--- src/rtl/fifo_ag_pkg.sv ---
// Shared constants and helpers for the fifo_ag first-word-fall-through FIFO.
package fifo_ag_pkg;

    localparam int DEFAULT_DATA_WIDTH = 32;
    localparam int DEFAULT_FIFO_DEPTH = 8;

    function automatic int ptrWidth(input int depth);
        return $clog2(depth);
    endfunction

endpackage

--- src/rtl/fifo_ag_mem.sv ---
// Simple dual-port register array: synchronous write, asynchronous read.
module fifo_ag_mem
    import fifo_ag_pkg::*;
#(
    parameter int DATA_WIDTH = DEFAULT_DATA_WIDTH,
    parameter int DEPTH      = DEFAULT_FIFO_DEPTH
) (
    input  logic                       clk,
    input  logic                       writeEn,
    input  logic [ptrWidth(DEPTH)-1:0] writeAddr,
    input  logic [DATA_WIDTH-1:0]      writeData,
    input  logic [ptrWidth(DEPTH)-1:0] readAddr,
    output logic [DATA_WIDTH-1:0]      readData
);

    logic [DATA_WIDTH-1:0] mem [DEPTH];

    // Storage is intentionally not reset; validity is tracked by the count.
    always_ff @(posedge clk) begin
        if (writeEn) begin
            mem[writeAddr] <= writeData;
        end
    end

    assign readData = mem[readAddr];

endmodule

--- src/rtl/fifo_ag.sv ---
// Single-clock first-word-fall-through FIFO with valid/ready on both sides.
// Define FIFO_AG_LEVEL_EN to expose the occupancy count on the `level` port.
module fifo_ag
    import fifo_ag_pkg::*;
#(
    parameter int DATA_WIDTH = DEFAULT_DATA_WIDTH,
    parameter int FIFO_DEPTH = DEFAULT_FIFO_DEPTH
) (
    input  logic                  clk,
    input  logic                  reset,
    input  logic [DATA_WIDTH-1:0] dataIn,
    input  logic                  dataInValid,
    output logic                  dataInReady,
    output logic [DATA_WIDTH-1:0] dataOut,
    output logic                  dataOutValid,
    input  logic                  dataOutReady
`ifdef FIFO_AG_LEVEL_EN
    ,
    output logic [ptrWidth(FIFO_DEPTH):0] level
`endif
);

    localparam int PW = ptrWidth(FIFO_DEPTH);
    localparam int CW = PW + 1;

    logic [PW-1:0] readPtr;
    logic [PW-1:0] writePtr;
    logic [CW-1:0] count;
    logic          writeFire;
    logic          readFire;

    // Ready depends only on count, so a full FIFO refuses a write even when
    // a read fires in the same cycle.
    assign dataInReady  = (count != CW'(FIFO_DEPTH));
    assign dataOutValid = (count != '0);
    assign writeFire    = dataInValid && dataInReady;
    assign readFire     = dataOutValid && dataOutReady;

    always_ff @(posedge clk) begin
        if (reset) begin
            readPtr  <= '0;
            writePtr <= '0;
            count    <= '0;
        end else begin
            if (writeFire) begin
                writePtr <= writePtr + PW'(1);
            end
            if (readFire) begin
                readPtr <= readPtr + PW'(1);
            end
            if (writeFire && !readFire) begin
                count <= count + CW'(1);
            end else if (readFire && !writeFire) begin
                count <= count - CW'(1);
            end
        end
    end

    fifo_ag_mem #(
        .DATA_WIDTH (DATA_WIDTH),
        .DEPTH      (FIFO_DEPTH)
    ) uMem (
        .clk       (clk),
        .writeEn   (writeFire && !reset),
        .writeAddr (writePtr),
        .writeData (dataIn),
        .readAddr  (readPtr),
        .readData  (dataOut)
    );

`ifdef FIFO_AG_LEVEL_EN
    assign level = count;
`endif

endmodule

--- config.mk ---
export PLATFORM = sky130hd
export DESIGN_NAME = fifo_ag
export DESIGN_NICKNAME = d
export VERILOG_FILES = /design/src/rtl/fifo_ag_pkg.sv /design/src/rtl/fifo_ag_mem.sv /design/src/rtl/fifo_ag.sv
export SDC_FILE = /design/constraint.sdc
export NUM_CORES = 1
export LEC_CHECK = 0
export CORE_UTILIZATION = 35
export DETAILED_ROUTE_END_ITERATION = 8
export HOLD_SLACK_MARGIN = 0.06
export PLACE_DENSITY = 0.61
export SLEW_MARGIN = 20
export SYNTH_ARGS = -nofsm -noshare
export SYNTH_HDL_FRONTEND = slang
export SYNTH_SLANG_ARGS = --single-unit
--- constraint.sdc ---
create_clock -name clk -period 4.49 [get_ports clk]
set_clock_uncertainty 0.05 [all_clocks]
set_input_delay 0.449 -clock clk [delete_from_list [all_inputs] [get_ports clk]]
set_output_delay 0.449 -clock clk [all_outputs]
set_load 0.1 [all_outputs]
==> results.sh <==
export IMPL_drt_initial_drc_count=347
export IMPL_dpl_hpwl_um=11900
export IMPL_drv_slew=0
export IMPL_finalCritPeriodShare_pct=85.1
export IMPL_grt_max_degree=65
export IMPL_hold_viol=0
export IMPL_worstPathRequired_ns=3.99
export IMPL_path_clk_slew_ns=0.06
export IMPL_routedWlPerCell_um=21.2
export IMPL_grt_usage_pct=13.5
export IMPL_synth_top_area_share_pct=74.8
export IMPL_place_port_buffers=69
export IMPL_place_gp_congestion=0.703
export IMPL_hold_slack_ns=0.421
export IMPL_avgSynthCellArea_sq_um=23.3
export IMPL_synth_nets=484
export IMPL_final_setup_tns_ns=0
export IMPL_cts_htree_levels=1
export IMPL_die_w_um=173
export IMPL_start_kind="flop"
export IMPL_utilization_pct=43.0
export IMPL_vias=4678
export IMPL_syn_area_sq_um=10300
export IMPL_r2r_start="count[1]"
export IMPL_hp_start="readPtr[1]"
export IMPL_hold_path_class="reg2reg"
export IMPL_arrival_ns=3.32
export IMPL_routed_via_density=4.95
export IMPL_ctsResizeCount=0
export IMPL_tightest_slew_ns=1.00
export IMPL_path_class="reg2out"
export IMPL_antenna_found_initial=1
export IMPL_antenna_left=0
export IMPL_pin_count=70
export IMPL_yosysSeqAreaShare_pct=77.3
export IMPL_reg2reg_setup_slack_ns=1.75
export IMPL_cts_hold_buffers_added=0
export IMPL_setup_viol_count_final=0
export IMPL_final_area_sq_um=12400
export IMPL_seq_area_sq_um=7960
export IMPL_final_common_cell="edfxtp_1"
export IMPL_layout_cells_non_filler=945
export IMPL_drive_gt1_share_pct=31.1
export IMPL_post_cts_buffers=0
export IMPL_relSlewSlack_pct=33.1
export IMPL_overflow=0
export IMPL_grt_pass1_wl_um=30400
export IMPL_firstDrtPassIters=4
export IMPL_end_kind="primary output"
export IMPL_ir_worst_vdd_mv=0.719
export IMPL_finalNetCount=582
export IMPL_finalPower_mw=7.45
export IMPL_die_h_um=173
export IMPL_fillerInstances=2468
export IMPL_status="complete, no violations"
export IMPL_synth_cells=442
export IMPL_p_per_area_nw_per_um2=602
export IMPL_drc=0
export IMPL_rsz0062_at_grt="no"
export IMPL_max_cap_violations=0
export IMPL_cts_max_path_buffers=3
export IMPL_synth_top_area_cell="edfxtp_1"
export IMPL_r2r_cells=9
export IMPL_clk_latency_ns=0.52
export IMPL_fmax_ghz=0.262
export IMPL_final_cell_mix="256 x edfxtp_1, 69 x clkdlybuf4s50_1, 64 x mux4_2"
export IMPL_yosysWarnings=0
export IMPL_holdPathStages=2
export IMPL_rows=62
export IMPL_grt_pass1_vias=5099
export IMPL_routed_wirelength_um=20100
export IMPL_synth_area_top_cells="edfxtp_1 75%, mux4_2 14%, mux2_2 3.6%"
export IMPL_core_sq_um=28800
export IMPL_multi_input_area_sq_um=2250
export IMPL_ys_types=33
export IMPL_cts_buffers=27
export IMPL_dp_cells=895
export IMPL_cellLeakagePower_nw=3.83
export IMPL_start_util_pct=35.7
export IMPL_clock_sinks=269
export IMPL_r2r_end="count[3]"
export IMPL_worst_slack_ns=0.671
export IMPL_crit_fanout=20
export IMPL_period_needed_ns=3.82
export IMPL_post_place_ws_ns=1.15
export IMPL_placed_cell_area_sq_um=11600
export IMPL_cts_tree="built"
export IMPL_area_growth_pct=20.5
export IMPL_clock_root_buffer="clkbuf_16"
export IMPL_dieArea_sq_um=30100
export IMPL_synth_seq_cells=269
-- registers in the layout (all words and copies together) (netlist names), named ones only --
register and cells:
uMem.mem 256, readPtr 3, writePtr 3, count 4
-- cells by family (layout without fill, tap and decap cells) --
kind of cell | count (synthesis) | in the layout | share of synthesized area, %
DFF | 269 | 269 | 77.3
muxes | 99 | 99 | 17.8
and+or+nand+nor | 34 | 34 | 1.77
buffers and inverters | 22 | 140 | 1.42
AOI/OAI and AO/OA | 8 | 8 | 0.499
adders and majority gates | 6 | 6 | 0.804
xor gates and xnor gates | 4 | 4 | 0.341
other | 0 | 1 | 0
-- worst max-delay path, stage by stage, from the launching register on --
cell and delay (ns):
dfxtp_4 0.61, buf_4 0.37, mux4_2 0.55, mux2_2 0.28
clkdlybuf4s50_1 0.97
-- where the power goes --
part,internal (mW),total [mW],switching (mW)
clock,1.21,2.09,0.874
sequential,2.85,3.01,0.156
combinational,0.849,2.36,1.51
total,4.91,7.45,2.54
-- layout make-up --
cell class                      count  area share, %
Sequential cell                   269           64.3
Timing Repair Buffer               90           6.95
Tap cell                          384           3.88
Inverter                            1         0.0303
Multi-Input combinational cell    151           18.2
Clock inverter                     17           1.06
Clock buffer                       32           5.61
Antenna cell                        1         0.0202
-- routing by layer --
| layer | wire [um] | vias to the layer above | global-route usage (%) |
|---|---|---|---|
| li1 | - | 2054 | - |
| met1 | 8200 | 2477 | 17.4 |
| met2 | 10500 | 122 | 23.5 |
| met3 | 1050 | 25 | 2.57 |
| met4 | 367 | 0 | 3.21 |
| met5 | 0 | - | 0 |
-- worst max-delay path by stage --
stage / start / endpoint / slack [ns] / cells past startpoint
5_1_grt: flop / dataOut[10] / 0.50 / 4
3_5_place_dp: flop / dataOut[10] / 1.15 / 4
3_3_place_gp: flop / dataOut[1] / 1.18 / 4
4_1_cts: flop / dataOut[10] / 0.59 / 4
6_report: flop / dataOut[10] / 0.67 / 4
2_1_floorplan: count[0] / uMem.mem[5][0] / 0.56 / 5
-- cells in the mapped netlist (all sizes together) --
cell and n:
edfxtp 256, mux4 64, mux2 33, buf 15, nor2 15, dfxtp 13, clkbuf 6, a21oi 5
ha 5, nand2 4, nand2b 3, nand3 3, xor2 3, mux2i 2, nor3 2, nor4 2
a211oi 1, a31o 1, a31oi 1, and2 1, fa 1, inv 1, nand3b 1, nor2b 1
or4 1, or4b 1, xnor2 1
Note: power is estimated with default switching activity, not from simulation.
